`src/rtl/core_pkg.sv`:
```
// Shared types and bus addresses for the core_oamdma sprite DMA block.
// Holds the DMA FSM state encoding and the trigger/destination addresses.
package core_pkg;

    typedef enum logic [2:0] {
        IDLE,
        PEND,
        ALIGN,
        READ,
        WRITE
    } dma_state_t;

    localparam logic [15:0] ADDR_OAMDMA  = 16'h4014;
    localparam logic [15:0] ADDR_OAMDATA = 16'h2004;

endpackage

```
`src/rtl/core_oamdma_if.sv`:
```
// Bus bundle between the CPU side, the system bus and core_oamdma.
// The slave modport is the DMA block's view; master is the driver's view.
interface core_oamdma_if;

    logic        I_ready;
    logic [15:0] I_cpu_addr;
    logic [7:0]  I_cpu_wr_data;
    logic        I_cpu_rdwr;
    logic        I_cpu_sync;
    logic        O_cpu_ready;
    logic [7:0]  I_rd_data;
    logic [15:0] O_addr;
    logic [7:0]  O_wr_data;
    logic        O_rdwr;
    logic        O_sync;
    logic        O_dma_active;

    modport slave (
        input  I_ready, I_cpu_addr, I_cpu_wr_data, I_cpu_rdwr,
        input  I_cpu_sync, I_rd_data,
        output O_cpu_ready, O_addr, O_wr_data, O_rdwr,
        output O_sync, O_dma_active
    );

    modport master (
        output I_ready, I_cpu_addr, I_cpu_wr_data, I_cpu_rdwr,
        output I_cpu_sync, I_rd_data,
        input  O_cpu_ready, O_addr, O_wr_data, O_rdwr,
        input  O_sync, O_dma_active
    );

endinterface

```
`src/rtl/core_oamdma.sv`:
```
// Sprite (OAM) DMA controller and CPU/system bus arbiter.
// CORE_OAMDMA_ALIGN_EN adds the parity register and the ALIGN cycle.
module core_oamdma
    import core_pkg::*;
#(
    parameter logic [15:0] P_TRIGGER_ADDR = ADDR_OAMDMA,
    parameter logic [15:0] P_DEST_ADDR    = ADDR_OAMDATA
) (
    input  logic          I_clock,
    input  logic          I_reset,
    core_oamdma_if.slave  bus
);

    dma_state_t r_state;
    dma_state_t w_state_nx;
    logic [7:0] r_idx;
    logic [7:0] r_page;
    logic [7:0] r_latch;
    logic       w_trig;
    logic       w_halt;

    assign w_trig = bus.I_ready & ~bus.I_cpu_rdwr &
                    (bus.I_cpu_addr == P_TRIGGER_ADDR);

`ifdef CORE_OAMDMA_ALIGN_EN
    logic r_parity;

    always_ff @(posedge I_clock) begin
        if (!I_reset) begin
            r_parity <= 1'b0;
        end else if (bus.I_ready) begin
            r_parity <= ~r_parity;
        end
    end
`endif

    always_comb begin
        w_state_nx = r_state;
        unique case (r_state)
            IDLE: begin
                if (w_trig) w_state_nx = PEND;
            end
            PEND: begin
                // 6502 RDY only stops the CPU on a read cycle
                if (bus.I_ready & bus.I_cpu_rdwr) begin
`ifdef CORE_OAMDMA_ALIGN_EN
                    w_state_nx = r_parity ? READ : ALIGN;
`else
                    w_state_nx = READ;
`endif
                end
            end
            ALIGN: begin
                if (bus.I_ready) w_state_nx = READ;
            end
            READ: begin
                if (bus.I_ready) w_state_nx = WRITE;
            end
            WRITE: begin
                if (bus.I_ready) begin
                    w_state_nx = (r_idx == 8'hFF) ? IDLE : READ;
                end
            end
            default: w_state_nx = IDLE;
        endcase
    end

    always_ff @(posedge I_clock) begin
        if (!I_reset) begin
            r_state <= IDLE;
            r_idx   <= 8'h00;
            r_page  <= 8'h00;
            r_latch <= 8'h00;
        end else if (bus.I_ready) begin
            r_state <= w_state_nx;
            if ((r_state == IDLE) && w_trig) r_page <= bus.I_cpu_wr_data;
            if (r_state == READ) r_latch <= bus.I_rd_data;
            if (r_state == WRITE) r_idx <= r_idx + 8'h01;
        end
    end

    always_comb begin
        w_halt = 1'b0;
        unique case (r_state)
            PEND:               w_halt = bus.I_cpu_rdwr;
            ALIGN, READ, WRITE: w_halt = 1'b1;
            default:            w_halt = 1'b0;
        endcase
        // reset aborts at once, so the bus goes back to the CPU this cycle
        if (!I_reset) w_halt = 1'b0;
    end

    always_comb begin
        bus.O_addr    = bus.I_cpu_addr;
        bus.O_wr_data = bus.I_cpu_wr_data;
        bus.O_rdwr    = bus.I_cpu_rdwr;
        if (I_reset) begin
            unique case (r_state)
                ALIGN: bus.O_rdwr = 1'b1;
                READ: begin
                    bus.O_addr = {r_page, r_idx};
                    bus.O_rdwr = 1'b1;
                end
                WRITE: begin
                    bus.O_addr    = P_DEST_ADDR;
                    bus.O_wr_data = r_latch;
                    bus.O_rdwr    = 1'b0;
                end
                default: ;
            endcase
        end
    end

    assign bus.O_cpu_ready  = bus.I_ready & ~w_halt;
    assign bus.O_sync       = bus.I_cpu_sync & ~w_halt;
    assign bus.O_dma_active = w_halt;

endmodule

```
`src/flat_wrapper.sv`:
```
// flat-port wrapper written by rule: the top's interface ports become plain ports
module core_oamdma_flat import core_pkg::*;
#(
    parameter logic [15:0] P_TRIGGER_ADDR = ADDR_OAMDMA,
    parameter logic [15:0] P_DEST_ADDR    = ADDR_OAMDATA
)
  (I_clock, I_reset, bus_I_ready, bus_I_cpu_addr, bus_I_cpu_wr_data, bus_I_cpu_rdwr, bus_I_cpu_sync, bus_I_rd_data, bus_O_cpu_ready, bus_O_addr, bus_O_wr_data, bus_O_rdwr, bus_O_sync, bus_O_dma_active);
  core_oamdma_if bus_i ();
  input  logic I_clock;
  input  logic I_reset;
  input wire logic [$bits(bus_i.I_ready)-1:0] bus_I_ready;
  input wire logic [$bits(bus_i.I_cpu_addr)-1:0] bus_I_cpu_addr;
  input wire logic [$bits(bus_i.I_cpu_wr_data)-1:0] bus_I_cpu_wr_data;
  input wire logic [$bits(bus_i.I_cpu_rdwr)-1:0] bus_I_cpu_rdwr;
  input wire logic [$bits(bus_i.I_cpu_sync)-1:0] bus_I_cpu_sync;
  input wire logic [$bits(bus_i.I_rd_data)-1:0] bus_I_rd_data;
  output wire logic [$bits(bus_i.O_cpu_ready)-1:0] bus_O_cpu_ready;
  output wire logic [$bits(bus_i.O_addr)-1:0] bus_O_addr;
  output wire logic [$bits(bus_i.O_wr_data)-1:0] bus_O_wr_data;
  output wire logic [$bits(bus_i.O_rdwr)-1:0] bus_O_rdwr;
  output wire logic [$bits(bus_i.O_sync)-1:0] bus_O_sync;
  output wire logic [$bits(bus_i.O_dma_active)-1:0] bus_O_dma_active;
  assign bus_i.I_ready = bus_I_ready;
  assign bus_i.I_cpu_addr = bus_I_cpu_addr;
  assign bus_i.I_cpu_wr_data = bus_I_cpu_wr_data;
  assign bus_i.I_cpu_rdwr = bus_I_cpu_rdwr;
  assign bus_i.I_cpu_sync = bus_I_cpu_sync;
  assign bus_i.I_rd_data = bus_I_rd_data;
  assign bus_O_cpu_ready = bus_i.O_cpu_ready;
  assign bus_O_addr = bus_i.O_addr;
  assign bus_O_wr_data = bus_i.O_wr_data;
  assign bus_O_rdwr = bus_i.O_rdwr;
  assign bus_O_sync = bus_i.O_sync;
  assign bus_O_dma_active = bus_i.O_dma_active;
  core_oamdma #(.P_TRIGGER_ADDR(P_TRIGGER_ADDR), .P_DEST_ADDR(P_DEST_ADDR)) u_core (.I_clock(I_clock), .I_reset(I_reset), .bus(bus_i));
endmodule
```
`config.mk`:
```
export PLATFORM = sky130hd
export DESIGN_NAME = core_oamdma_flat
export DESIGN_NICKNAME = d
export VERILOG_FILES = /design/src/rtl/core_pkg.sv /design/src/rtl/core_oamdma_if.sv /design/src/rtl/core_oamdma.sv /design/src/flat_wrapper.sv
export SDC_FILE = /design/constraint.sdc
export NUM_CORES = 1
export LEC_CHECK = 0
export CAP_MARGIN = 20
export CORE_MARGIN = 2
export CORE_UTILIZATION = 46
export CTS_BUF_LIST = sky130_fd_sc_hd__clkbuf_16
export DETAILED_ROUTE_END_ITERATION = 16
export PLACE_DENSITY_LB_ADDON = 0.08
export REMOVE_ABC_BUFFERS = 1
export SYNTH_ARGS = -nofsm -noshare
export SYNTH_HDL_FRONTEND = slang
export SYNTH_SLANG_ARGS = --single-unit
```
`constraint.sdc`:
```
create_clock -name I_clock -period 4.05 [get_ports I_clock]
set_clock_uncertainty 0.2 [all_clocks]
set_input_delay 0.405 -clock I_clock [delete_from_list [all_inputs] [get_ports I_clock]]
set_output_delay 0.405 -clock I_clock [all_outputs]
set_load 0.05 [all_outputs]
```
==> impl_metrics.py <==
metrics = {
    "setup_path": {
        "r2r_start": "u_core.r_state[0]",
        "cpMaxStageDelayCell": "clkdlybuf4s50_1",
        "worstPathRequired_ps": 3440,
        "r2r_setup_slack_ps": 2330,
        "cp.arrival_ps": 2860,
        "crit_chain": "and3b_1, and2_1, nor2_4, a22o_1, clkdlybuf4s50_1",
        "cp_num_buf_inv": 1,
        "r2r_cells": 4,
        "crit_path_max_fanout": 19,
        "r2r-end": "u_core.r_state[0]",
        "path_delay_family": "simple AND/OR/NAND/NOR gates",
        "cp.depth": 5,
        "cp-end-kind": "output port",
        "criticalPathCategory": "reg2out",
        "cp_slowest_stage_delay_ps": 800,
        "cp-start-kind": "flip-flop",
    },
    "placed_design": {
        "placed_area_sq_um": 2192,
        "pre_cts_ws_ps": 751.5,
        "dp_hpwl_mm": 3.150,
        "portBuffers": 64,
        "gp_congestion": 0.7699,
    },
    "timing": {
        "setup-tns-final_ps": 0,
        "slew_violations": 0,
        "setup_viol": 0,
        "tightestPinTransition_ps": 789.6,
        "max_freq_mhz": 288.5,
        "relSlewSlack_pct": 47.30,
        "post-route-period-util_pct": 85.59,
        "min_period_ps": 3467,
        "finalHoldViolCount": 0,
        "rsz0062_at_grt": "false",
        "worst_slack_ps": 583.5,
    },
    "layout": {
        "fin_nets": 277,
        "syn2layout_area_growth_pct": 44.74,
        "fin_area_sq_um": 2271,
        "fill_cells": 289,
        "diodes": 0,
        "drive_gt1_share_pct": 5.882,
    },
    "floorplan": {
        "die_h_um": 62.40,
        "dieArea_sq_um": 3894,
        "rows": 21,
        "die_w_um": 62.40,
        "core-area_sq_um": 3311,
        "io-pin-count": 65,
        "start_util_pct": 47.39,
    },
    "cts": {
        "h-tree-depth": 1,
        "cts_sinks": 27,
        "post_cts_buffers": 0,
        "cts_resized": 0,
        "cts_tree": "yes",
        "insertion_delay_ps": 260,
        "cts_buffer_depth": 2,
        "cts-buffers-inserted": 3,
        "ctsHoldBuffers": 0,
        "cts_root_buf": "clkbuf_16",
        "clk_pin_slew_worst_paths_ps": 60,
    },
    "synth": {
        "ys_ff_latch": 27,
        "yosysUniqueCellTypes": 42,
        "async_reset_ff_share_pct": 0,
        "yosysMostFrequentCell": "dfxtp_1",
        "synth_edf_count": 0,
        "netlist_top_cells_area": "dfxtp_1 (34%), a22o_1 (7.8%), a21oi_1 (6.7%), mux2_1 (5.7%), nand2_1 (5.5%)",
        "synth_common_cells": "dfxtp_1 (27), nand2_1 (23), a21oi_1 (21), a22o_1 (14)",
        "synthCells": 183,
        "ys_warn_count": 0,
        "synth_area_per_cell_sq_um": 8.574,
        "synth_top_area_share_pct": 34.45,
        "synth_area_sq_um": 1569,
        "yosysSeqAreaShare_pct": 34.45,
        "synth_top_area_cell": "dfxtp_1",
        "synthFlopType": "dfxtp_1",
    },
    "min_path": {
        "hp-class": "reg2reg",
        "hp-start": "u_core.r_latch[2]",
        "min_path_cells": 2,
        "hold_end": "u_core.r_latch[2]",
    },
    "global_routing": {
        "antenna_found_initial": 0,
        "grt_pass1_vias": 1556,
        "gr-total-overflow": 0,
        "grt_start_max_net_pins": 27,
        "grt_first_pass_wirelength_mm": 6.948,
        "grt_usage_pct": 21.57,
    },
    "route": {
        "wl_met2_mm": 2.045,
        "vias": 1566,
        "met1_length_mm": 1.801,
        "wl_met3_um": 215,
        "viasPerCell": 5.514,
        "totalWireLength_mm": 4.084,
        "drc": 0,
        "routed.top_layer": "met4",
        "wl_per_cell_um": 14.38,
        "detail-route-antenna-nets": 0,
        "drt_pre_antenna_iters": 4,
        "drt_iter0_markers": 116,
    },
    "power": {
        "internal-power_mw": 0.4620,
        "switching_share_pct": 26.34,
        "p_seq_share_pct": 42.3,
        "power.total_mw": 0.6272,
        "max-vdd-ir-drop_uv": 207.1,
        "switchingPower_mw": 0.1652,
        "p_per_area_nw_per_um2": 276.2,
        "p_leak_nw": 0.8637,
        "comb_power_share_pct": 22.5,
        "power_frac_clock_pct": 35.2,
    },
    "outcome": {
        "outcome": "finished, final reports clean",
    },
    "run": {
        "cap_violations": 0,
    },
}
[routing by layer]
layer	GRT usage, %	vias up
met5	0	-
met4	5.278	0
met3	3.784	2
met2	38.71	47
met1	26.74	738
li1	-	779
[worst max path at each step]
stage,start,end,slack (ps)
finish,u_core.r_state[2],bus_O_addr[8],580
global route,u_core.r_state[2],bus_O_addr[8],430
CTS,u_core.r_state[2],bus_O_addr[8],580
detailed placement,I_reset,bus_O_addr[8],750
global placement,I_reset,bus_O_addr[0],820
floorplan,u_core.r_state[2],bus_O_addr[13],1620
[cell families after synthesis]
group	Yosys count	share of synthesized area, %
DFF	27	34.45
adders and majority gates	1	0.7973
buffers and inverters	16	5.742
muxes	9	6.380
AOI/OAI and AO/OA	51	21.05
xor gates and xnor gates	7	3.908
and+or+nand+nor	72	27.67
[state kept, by name, indices dropped and copies added, names as in the netlist]
| register | cells |
|---|---|
| u_core.r_page | 8 |
| u_core.r_state | 3 |
| u_core.r_latch | 8 |
| u_core.r_idx | 8 |
[cell usage in the layout, fill, tap and decap left out, types with 2 or more instances in the layout]
master	count
inv_1	3
nor2_1	12
and2_1	4
a21oi_1	21
and3_1	2
nand3_1	2
nand4_1	12
o21ai_1	11
clkbuf_16	3
nand2_1	23
mux2_1	8
xor2_1	6
a22o_1	14
dfxtp_1	27
clkdlybuf4s50_1	64
[metrics by stage]
stage	instances	hold slack (ps)	util, %
3_3_place_gp	280	240.3	66.21
6_report	284	255.5	68.59
5_1_grt	284	290.1	68.59
4_1_cts	284	261.0	68.59
2_1_floorplan	169	233.9	-
3_5_place_dp	280	252.1	66.21
[cell type report]
class | instances | area (sq um) | area share (%)
Multi-Input combinational cell | 140 | 938.4 | 41.32
Timing Repair Buffer | 65 | 648.1 | 28.54
Sequential cell | 27 | 540.5 | 23.80
Clock buffer | 3 | 75.07 | 3.306
Tap cell | 46 | 57.56 | 2.534
Inverter | 2 | 7.507 | 0.3306
Clock inverter | 1 | 3.754 | 0.1653
[worst register-to-register path: cells and delay by family, from the launching register on]
family           cells  cell delay [ps]
AND/OR/NAND/NOR      2              670
flip-flops           1              410
AO/OA/AOI/OAI        2              380
[power groups by stage]
stage | registers, mW | clock network (mW) | logic, mW
after floorplan | 0.271 | 0 | 0.0706
final | 0.265 | 0.221 | 0.141
after CTS | 0.265 | 0.225 | 0.142
after global placement | 0.271 | 0 | 0.140
after detailed placement | 0.271 | 0 | 0.141
after global routing | 0.265 | 0.236 | 0.147
No activity file was read; power rests on OpenSTA's default activity.
